`src/rtl/calc_pkg.sv`:
```
// calc_pkg: shared constants and types for the keypad calculator.
// Holds the opcode values used by the input controller and the execution
// sequencer, the operand/result sizes, the execution sequencer state
// encoding, and small helpers for opcode decoding.
package calc_pkg;

    localparam int DIGITS  = 6;           // BCD digits per operand/result
    localparam int BIN_W   = 20;          // binary working width, 2^20 > 999999
    localparam int BCD_W   = 4 * DIGITS;  // packed BCD width
    localparam int MAX_VAL = 999999;      // largest representable magnitude
    localparam int CNT_W   = 5;           // wide enough to count BIN_W cycles

    localparam logic [3:0] OP_ADD = 4'ha;
    localparam logic [3:0] OP_SUB = 4'hb;
    localparam logic [3:0] OP_MUL = 4'hc;
    localparam logic [3:0] OP_DIV = 4'hd;
    localparam logic [3:0] OP_EQ  = 4'he;

    typedef enum logic [2:0] {
        ST_IDLE,
        ST_LOAD,
        ST_EXEC,
        ST_CONV,
        ST_DONE
    } state_e;

    // True for the four opcodes the sequencer executes.
    function automatic logic is_exec_op(input logic [3:0] op);
        return (op == OP_ADD) || (op == OP_SUB) || (op == OP_MUL) || (op == OP_DIV);
    endfunction

    // Index of the final EXEC cycle: add/sub finish in one cycle, mul/div
    // iterate once per bit of the working width.
    function automatic logic [CNT_W-1:0] exec_last(input logic [3:0] op);
        return ((op == OP_MUL) || (op == OP_DIV)) ? CNT_W'(BIN_W - 1) : '0;
    endfunction

endpackage

```
`src/rtl/calc_exec_seq_if.sv`:
```
// calc_exec_seq_if: request/result bundle between the input controller
// (master) and the execution sequencer (slave).
//   start       one-cycle request strobe
//   opcode      keypad opcode (add/sub/mul/div)
//   num_a/num_b BCD operands, most significant digit in the top nibble
//   busy        sequencer is not idle
//   done        one-cycle result-valid pulse
//   num_result  BCD magnitude of the result
//   neg, err    result sign (sub only) and error flag
interface calc_exec_seq_if;
    import calc_pkg::*;

    logic             start;
    logic [3:0]       opcode;
    logic [BCD_W-1:0] num_a;
    logic [BCD_W-1:0] num_b;
    logic             busy;
    logic             done;
    logic [BCD_W-1:0] num_result;
    logic             neg;
    logic             err;

    modport master (
        output start, opcode, num_a, num_b,
        input  busy, done, num_result, neg, err
    );

    modport slave (
        input  start, opcode, num_a, num_b,
        output busy, done, num_result, neg, err
    );

endinterface

```
`src/rtl/calc_bin2bcd.sv`:
```
// calc_bin2bcd: double-dabble binary to BCD converter with fixed latency.
// The start edge loads the value and performs the first shift, so the last
// of the BIN_W shifts happens BIN_W-1 edges later and done is high in the
// cycle following it, with bcd already final.
//   clk, rst_n  clock and synchronous active-low reset
//   start       one-cycle request; bin must be valid in the same cycle
//   bin         binary value to convert
//   done        one-cycle pulse, bcd valid
//   bcd         packed BCD result, held until the next conversion
module calc_bin2bcd
    import calc_pkg::*;
(
    input  logic             clk,
    input  logic             rst_n,
    input  logic             start,
    input  logic [BIN_W-1:0] bin,
    output logic             done,
    output logic [BCD_W-1:0] bcd
);

    logic [BIN_W-1:0] bin_q, bin_d;
    logic [BCD_W-1:0] bcd_q, bcd_d;
    logic [CNT_W-1:0] cnt_q, cnt_d;
    logic             done_q, done_d;

    logic [BIN_W-1:0] cur_bin;
    logic [BCD_W-1:0] cur_bcd;
    logic [BCD_W-1:0] step_bcd;

    // One add-3-then-shift step. A digit's adjusted value reaches 8 exactly
    // when the digit was 5 or more, so that comparison is the bit shifted
    // into the next digit up.
    always_comb begin
        cur_bin  = start ? bin : bin_q;
        cur_bcd  = start ? '0 : bcd_q;
        step_bcd = '0;
        step_bcd[3:0] = {cur_bcd[2:0] + ((cur_bcd[3:0] > 4'd4) ? 3'd3 : 3'd0),
                         cur_bin[BIN_W-1]};
        for (int i = 1; i < DIGITS; i++) begin
            step_bcd[i*4 +: 4] = {cur_bcd[i*4 +: 3] + ((cur_bcd[i*4 +: 4] > 4'd4) ? 3'd3 : 3'd0),
                                  (cur_bcd[(i-1)*4 +: 4] > 4'd4)};
        end

        bin_d  = bin_q;
        bcd_d  = bcd_q;
        cnt_d  = cnt_q;
        done_d = 1'b0;
        if (start) begin
            bin_d = {cur_bin[BIN_W-2:0], 1'b0};
            bcd_d = step_bcd;
            cnt_d = CNT_W'(BIN_W - 1);
        end else if (cnt_q != '0) begin
            bin_d  = {cur_bin[BIN_W-2:0], 1'b0};
            bcd_d  = step_bcd;
            cnt_d  = cnt_q - CNT_W'(1);
            done_d = (cnt_q == CNT_W'(1));
        end
    end

    always_ff @(posedge clk) begin
        if (!rst_n) begin
            bin_q  <= '0;
            bcd_q  <= '0;
            cnt_q  <= '0;
            done_q <= 1'b0;
        end else begin
            bin_q  <= bin_d;
            bcd_q  <= bcd_d;
            cnt_q  <= cnt_d;
            done_q <= done_d;
        end
    end

    assign done = done_q;
    assign bcd  = bcd_q;

endmodule

```
`src/rtl/calc_exec_seq.sv`:
```
// calc_exec_seq: execution sequencer for the keypad calculator.
// Latches two BCD operands and an opcode on start, converts the operands to
// binary (LOAD), runs add/sub in one cycle or mul/div over BIN_W cycles
// (EXEC), converts the magnitude back to BCD (CONV) and pulses done (DONE).
// Latency depends only on the opcode, never on the data.
//   CLK_1K  system clock
//   RST     synchronous active-low reset; aborts any operation in flight
//   bus     request/result bundle, slave side
module calc_exec_seq
    import calc_pkg::*;
(
    input  logic            CLK_1K,
    input  logic            RST,
    calc_exec_seq_if.slave  bus
);

    state_e               state_q, state_d;
    logic [CNT_W-1:0]     cnt_q, cnt_d;
    logic [3:0]           op_q, op_d;
    logic [BCD_W-1:0]     a_sr_q, a_sr_d, b_sr_q, b_sr_d;
    logic [BIN_W-1:0]     a_bin_q, a_bin_d, b_bin_q, b_bin_d;
    logic                 bad_q, bad_d;
    logic [2*BIN_W-1:0]   work_q, work_d;
    logic                 neg_pend_q, neg_pend_d, err_pend_q, err_pend_d;
    logic                 busy_q, busy_d, done_q, done_d;
    logic                 neg_q, neg_d, err_q, err_d;
    logic [BCD_W-1:0]     result_q, result_d;

    logic [2*BIN_W-1:0]   work_cur, mul_next, div_next, step_next, res_wide;
    logic [BIN_W:0]       mul_sum, div_shift, add_sum;
    logic [BIN_W-1:0]     div_diff, div_rem, sub_mag, res_mag;
    logic                 div_ge, div_zero, res_neg, res_err;
    logic [3:0]           digit_a, digit_b;
    logic                 conv_start, conv_done;
    logic [BCD_W-1:0]     conv_bcd;

    // Arithmetic datapath. The work register holds {acc, multiplier} for
    // shift-add multiply and {remainder, dividend/quotient} for restoring
    // division; on the first EXEC cycle it is seeded straight from the
    // operands so no extra cycle is spent initialising it. The result of the
    // final EXEC cycle is taken from the next-state value so the converter
    // can start on the same edge that leaves EXEC.
    always_comb begin
        work_cur  = (cnt_q == '0) ? {{BIN_W{1'b0}}, (op_q == OP_DIV) ? a_bin_q : b_bin_q}
                                  : work_q;
        mul_sum   = {1'b0, work_cur[2*BIN_W-1:BIN_W]}
                  + {1'b0, work_cur[0] ? a_bin_q : {BIN_W{1'b0}}};
        mul_next  = {mul_sum, work_cur[BIN_W-1:1]};

        div_shift = work_cur[2*BIN_W-1:BIN_W-1];
        div_ge    = (div_shift >= {1'b0, b_bin_q});
        div_diff  = div_shift[BIN_W-1:0] - b_bin_q;
        div_rem   = div_ge ? div_diff : div_shift[BIN_W-1:0];
        div_next  = {div_rem, work_cur[BIN_W-2:0], div_ge};

        step_next = (op_q == OP_DIV) ? div_next : mul_next;

        add_sum   = {1'b0, a_bin_q} + {1'b0, b_bin_q};
        sub_mag   = (a_bin_q >= b_bin_q) ? (a_bin_q - b_bin_q) : (b_bin_q - a_bin_q);

        res_wide  = {{(BIN_W-1){1'b0}}, add_sum};
        res_neg   = 1'b0;
        div_zero  = 1'b0;
        case (op_q)
            OP_SUB: begin
                res_wide = {{BIN_W{1'b0}}, sub_mag};
                res_neg  = (a_bin_q < b_bin_q);
            end
            OP_MUL: res_wide = mul_next;
            OP_DIV: begin
                res_wide = {{BIN_W{1'b0}}, div_next[BIN_W-1:0]};
                div_zero = (b_bin_q == '0);
            end
            default: ;
        endcase

        res_err = bad_q | div_zero | (res_wide > (2*BIN_W)'(MAX_VAL));
        res_mag = res_err ? '0 : res_wide[BIN_W-1:0];
    end

    // Sequencer next-state logic. Operands are consumed MS digit first from
    // shift registers; a non-BCD digit only flags the error, the conversion
    // runs on so the timing never changes.
    always_comb begin
        state_d    = state_q;
        cnt_d      = cnt_q;
        op_d       = op_q;
        a_sr_d     = a_sr_q;
        b_sr_d     = b_sr_q;
        a_bin_d    = a_bin_q;
        b_bin_d    = b_bin_q;
        bad_d      = bad_q;
        work_d     = work_q;
        neg_pend_d = neg_pend_q;
        err_pend_d = err_pend_q;
        busy_d     = busy_q;
        done_d     = 1'b0;
        neg_d      = neg_q;
        err_d      = err_q;
        result_d   = result_q;
        conv_start = 1'b0;
        digit_a    = a_sr_q[BCD_W-1 -: 4];
        digit_b    = b_sr_q[BCD_W-1 -: 4];

        case (state_q)
            ST_IDLE: begin
                if (bus.start && is_exec_op(bus.opcode)) begin
                    a_sr_d  = bus.num_a;
                    b_sr_d  = bus.num_b;
                    op_d    = bus.opcode;
                    a_bin_d = '0;
                    b_bin_d = '0;
                    bad_d   = 1'b0;
                    cnt_d   = '0;
                    busy_d  = 1'b1;
                    state_d = ST_LOAD;
                end
            end
            ST_LOAD: begin
                a_bin_d = (a_bin_q << 3) + (a_bin_q << 1) + BIN_W'(digit_a);
                b_bin_d = (b_bin_q << 3) + (b_bin_q << 1) + BIN_W'(digit_b);
                bad_d   = bad_q | (digit_a > 4'd9) | (digit_b > 4'd9);
                a_sr_d  = {a_sr_q[BCD_W-5:0], 4'h0};
                b_sr_d  = {b_sr_q[BCD_W-5:0], 4'h0};
                if (cnt_q == CNT_W'(DIGITS - 1)) begin
                    cnt_d   = '0;
                    state_d = ST_EXEC;
                end else begin
                    cnt_d = cnt_q + CNT_W'(1);
                end
            end
            ST_EXEC: begin
                work_d = step_next;
                if (cnt_q == exec_last(op_q)) begin
                    conv_start = 1'b1;
                    neg_pend_d = res_neg & ~res_err;
                    err_pend_d = res_err;
                    cnt_d      = '0;
                    state_d    = ST_CONV;
                end else begin
                    cnt_d = cnt_q + CNT_W'(1);
                end
            end
            ST_CONV: begin
                if (conv_done) begin
                    result_d = conv_bcd;
                    neg_d    = neg_pend_q;
                    err_d    = err_pend_q;
                    done_d   = 1'b1;
                    state_d  = ST_DONE;
                end
            end
            ST_DONE: begin
                busy_d  = 1'b0;
                state_d = ST_IDLE;
            end
            default: state_d = ST_IDLE;
        endcase
    end

    always_ff @(posedge CLK_1K) begin
        if (!RST) begin
            state_q    <= ST_IDLE;
            cnt_q      <= '0;
            op_q       <= '0;
            a_sr_q     <= '0;
            b_sr_q     <= '0;
            a_bin_q    <= '0;
            b_bin_q    <= '0;
            bad_q      <= 1'b0;
            work_q     <= '0;
            neg_pend_q <= 1'b0;
            err_pend_q <= 1'b0;
            busy_q     <= 1'b0;
            done_q     <= 1'b0;
            neg_q      <= 1'b0;
            err_q      <= 1'b0;
            result_q   <= '0;
        end else begin
            state_q    <= state_d;
            cnt_q      <= cnt_d;
            op_q       <= op_d;
            a_sr_q     <= a_sr_d;
            b_sr_q     <= b_sr_d;
            a_bin_q    <= a_bin_d;
            b_bin_q    <= b_bin_d;
            bad_q      <= bad_d;
            work_q     <= work_d;
            neg_pend_q <= neg_pend_d;
            err_pend_q <= err_pend_d;
            busy_q     <= busy_d;
            done_q     <= done_d;
            neg_q      <= neg_d;
            err_q      <= err_d;
            result_q   <= result_d;
        end
    end

    calc_bin2bcd u_bin2bcd (
        .clk   (CLK_1K),
        .rst_n (RST),
        .start (conv_start),
        .bin   (res_mag),
        .done  (conv_done),
        .bcd   (conv_bcd)
    );

    assign bus.busy       = busy_q;
    assign bus.done       = done_q;
    assign bus.num_result = result_q;
    assign bus.neg        = neg_q;
    assign bus.err        = err_q;

endmodule

```
`src/flat_wrapper.sv`:
```
// flat-port wrapper written by rule: the top's interface ports become plain ports
module calc_exec_seq_flat import calc_pkg::*;
  (CLK_1K, RST, bus_start, bus_opcode, bus_num_a, bus_num_b, bus_busy, bus_done, bus_num_result, bus_neg, bus_err);
  calc_exec_seq_if bus_i ();
  input  logic CLK_1K;
  input  logic RST;
  input wire logic [$bits(bus_i.start)-1:0] bus_start;
  input wire logic [$bits(bus_i.opcode)-1:0] bus_opcode;
  input wire logic [$bits(bus_i.num_a)-1:0] bus_num_a;
  input wire logic [$bits(bus_i.num_b)-1:0] bus_num_b;
  output wire logic [$bits(bus_i.busy)-1:0] bus_busy;
  output wire logic [$bits(bus_i.done)-1:0] bus_done;
  output wire logic [$bits(bus_i.num_result)-1:0] bus_num_result;
  output wire logic [$bits(bus_i.neg)-1:0] bus_neg;
  output wire logic [$bits(bus_i.err)-1:0] bus_err;
  assign bus_i.start = bus_start;
  assign bus_i.opcode = bus_opcode;
  assign bus_i.num_a = bus_num_a;
  assign bus_i.num_b = bus_num_b;
  assign bus_busy = bus_i.busy;
  assign bus_done = bus_i.done;
  assign bus_num_result = bus_i.num_result;
  assign bus_neg = bus_i.neg;
  assign bus_err = bus_i.err;
  calc_exec_seq u_core (.CLK_1K(CLK_1K), .RST(RST), .bus(bus_i));
endmodule
```
`config.mk`:
```
export PLATFORM = sky130hd
export DESIGN_NAME = calc_exec_seq_flat
export DESIGN_NICKNAME = d
export VERILOG_FILES = /design/src/rtl/calc_pkg.sv /design/src/rtl/calc_exec_seq_if.sv /design/src/rtl/calc_bin2bcd.sv /design/src/rtl/calc_exec_seq.sv /design/src/flat_wrapper.sv
export SDC_FILE = /design/constraint.sdc
export NUM_CORES = 1
export LEC_CHECK = 0
export ABC_AREA = 1
export CELL_PAD_IN_SITES_DETAIL_PLACEMENT = 0
export CELL_PAD_IN_SITES_GLOBAL_PLACEMENT = 1
export CORE_MARGIN = 4
export CORE_UTILIZATION = 40
export CTS_CLUSTER_SIZE = 28
export DETAILED_ROUTE_END_ITERATION = 7
export MAX_ROUTING_LAYER = met4
export PLACE_DENSITY_LB_ADDON = 0.1
export REMOVE_ABC_BUFFERS = 1
export SKIP_CTS_REPAIR_TIMING = 1
export SYNTH_ARGS = -nofsm -noshare
export SYNTH_HDL_FRONTEND = slang
export SYNTH_SLANG_ARGS = --single-unit
```
`constraint.sdc`:
```
create_clock -name CLK_1K -period 3.8 [get_ports CLK_1K]
set_input_delay 0.76 -clock CLK_1K [delete_from_list [all_inputs] [get_ports CLK_1K]]
set_output_delay 0.76 -clock CLK_1K [all_outputs]
set_load 0.01 [all_outputs]
```
==> out/metrics.cfg <==
[outcome]
outcome = complete, no violations

[die]
die_x_um = 224
initial_utilization_pct = 40.3
die_h_um = 224
core_area_um2 = 46500
ios = 83
die_area_um2 = 50400
rows = 79

[placement]
dpl.hpwl_um = 58700
place_congestion = 1.05
dp.cells = 3655
pre_cts_ws_ns = -0.153
placed_area_um2 = 21300
numPortBuffers = 82

[global_route]
antenna_found_initial = 2
overflow = 0
grt_max_degree = 76
grt_usage_pct = 28.8
grt_pass1_wl_um = 112000
grt_pass1_vias = 19100

[routing]
drcViolationCount = 0
avgRoutedWirePerCell_um = 20.0
first_pass_iters = 5
ant_nets = 0
drt_iter0_markers = 1845
vias_per_cell = 5.48
num_vias = 20300
routed_wl_um = 74000

[synthesis]
synth_edf_count = 0
synthCells = 2883
synth_flop_cell = dfxtp_1
ys_seq_area_share_pct = 23.5
avgSynthCellArea_um2 = 6.50
synth.area.top_cells = dfxtp_1 (23%), nand2_1 (12%), ha_1 (12%), a21oi_1 (8.5%), nor2_1 (6.5%)
async_flop_share_pct = 0
synth_area_um2 = 18700
yosysUniqueCellTypes = 59
yosys.area.top_type = dfxtp_1
ys_warn_count = 0
synth.top_cell.area_share_pct = 23.5
ys_seq_elements = 220

[critical_path]
required_ns = 4.25
arrival_ns = 4.07
endpoint_kind = flop
worstPathMaxFanout = 13
cpPeakStageDelay_ns = 0.33
startpoint_type = flop
critPathMostFrequentCell = nand2_1
worstSetupPathType = flop to flop
crit_slowest_cell = dfxtp_1

[sta]
drv_slew = 0
fin_crit_ns = 3.63
min_period_over_period_pct = 95.4
setup_ws_ns = 0.173
slew_headroom_pct = 41.0
rsz0062_at_grt = yes
max_freq_mhz = 276
finalHoldViolations = 0
hold_ws_ns = 0.459
tightestPinTransition_ns = 0.883
setup_tns_ns = 0
finalSetupViolCount = 0
fin_skew_ns = 0.0157

[pwr]
power_density_nw_per_um2 = 533
leakage_nw = 10.5
vdd_drop_max_uv = 463
p_comb_share_pct = 52.3
power_switching_mw = 5.41
pwr-share-clk_pct = 21.7
intPower_mw = 6.55
power_frac_seq_pct = 26.0
finalPower_mw = 12.0
p_sw_share_pct = 45.2

[clock_tree]
clockBufferDepth = 3
htreeDepth = 1
path_clk_slew_ns = 0.06
clock-sinks = 220
cts_tree = yes
cts_buffers = 27
clock_latency_ns = 0.55
cts-root-buf = clkbuf_16

[layout]
fin_area_um2 = 22400
seq_area_um2 = 4400
fillers = 4862
multiInputGateArea_um2 = 12700
final_nets = 3325
layout_common_cells = nand2_1 (611), nor2_1 (317), a21oi_1 (315), inv_1 (310), dfxtp_1 (220)
area_growth_pct = 19.7
drive_gt1_share_pct = 13.8
final-instance-count-excl-fill = 3705
final_common_cell = nand2_1
fin_util_pct = 48.3

[worst_hold_path]
hp-class = flop to flop

[run]
drv_cap = 0

-- cell usage after synthesis (11+ instances only) --
cell type,number
nand2_1,623
nor2_1,324
a21oi_1,319
inv_1,311
dfxtp_1,220
ha_1,175
o21ai_0,174
nand3_1,159
clkbuf_1,83
o221ai_1,52
nand2_2,37
xor2_1,32
a21oi_2,30
o21ai_1,29
nand4_1,28
o211ai_1,28
nor3_1,23
o21bai_1,20
inv_2,19
xnor2_1,19
fa_1,14
buf_2,13
buf_6,13
nor2_2,13
a31oi_1,11
-- layout make-up --
cell class,count,share of cell area [%]
clock buffers,35,3.41
clock inverters,9,0.491
inverters,336,5.68
flip-flops and latches,220,19.6
diodes,2,0.0223
well taps,607,3.39
multi-input cells,2208,56.5
repair buffers,288,10.9
-- final timing paths --
| kind | start | endpoint | slack (ns) | depth (start not counted) |
|---|---|---|---|---|
| worst max-delay path | u_core.cnt_q[1]$_SDFFE_PN0P_ | u_core.work_q[37]$_SDFFE_PN0N_ | 0.17 | 29 |
| worst min-delay path | u_core.bus.num_result[10]$_SDFFE_PN0P_ | u_core.bus.num_result[10]$_SDFFE_PN0P_ | 0.46 | 2 |
| worst max register to register | u_core.cnt_q[1]$_SDFFE_PN0P_ | u_core.work_q[37]$_SDFFE_PN0N_ | 0.17 | 29 |
| worst min register to register | u_core.bus.num_result[10]$_SDFFE_PN0P_ | u_core.bus.num_result[10]$_SDFFE_PN0P_ | 0.46 | 2 |
-- critical path, delay by kind of cell, from the launching register on --
family	cells	cell delay, ns
compound gates	10	1.28
fa+ha+maj	2	0.42
buf+inv	6	0.53
flops	1	0.33
simple gates	11	0.96
-- power groups by stage --
| stage | Combinational, mW | Clock, mW | Sequential [mW] |
|---|---|---|---|
| 2_1_floorplan | 4.03 | 0 | 3.10 |
| 3_3_place_gp | 6.04 | 0 | 3.14 |
| 3_5_place_dp | 6.07 | 0 | 3.15 |
| 4_1_cts | 6.10 | 2.65 | 3.11 |
| 5_1_grt | 6.95 | 2.73 | 3.17 |
| 6_report | 6.26 | 2.60 | 3.11 |
-- state kept, by name, summed over array words and instances, names as in the netlist, 3 cells and up --
signal and flops:
u_core.op_q 4, u_core.cnt_q 5, u_core.state_q 3, u_core.a_bin_q 20, u_core.b_sr_q 24, u_core.b_bin_q 20, u_core.work_q 40, u_core.bus.num_result 24
u_core.a_sr_q 24, u_core.u_bin2bcd.bcd 24, u_core.u_bin2bcd.bin_q 19, u_core.u_bin2bcd.cnt_q 5
-- cell families (layout without fill, tap and decap cells) --
logic type | after synthesis | after routing | share of synthesized area [%]
compound gates | 714 | 714 | 22.3
simple gates | 1251 | 1254 | 28.5
xor+xnor | 51 | 51 | 2.38
fa+ha+maj | 189 | 189 | 13.2
flops | 220 | 220 | 23.5
buf+inv | 458 | 668 | 10.1
other cells | 0 | 2 | 0
-- metal layers --
metal | part of all wire [%] | track usage, % | up-vias
li1 | - | - | 10000
met1 | 46 | 39.9 | 9574
met2 | 45 | 45.5 | 623
met3 | 5.8 | 3.54 | 92
met4 | 2.6 | 6.38 | 0
met5 | 0 | - | -
Note: power is estimated with default switching activity, not from simulation.
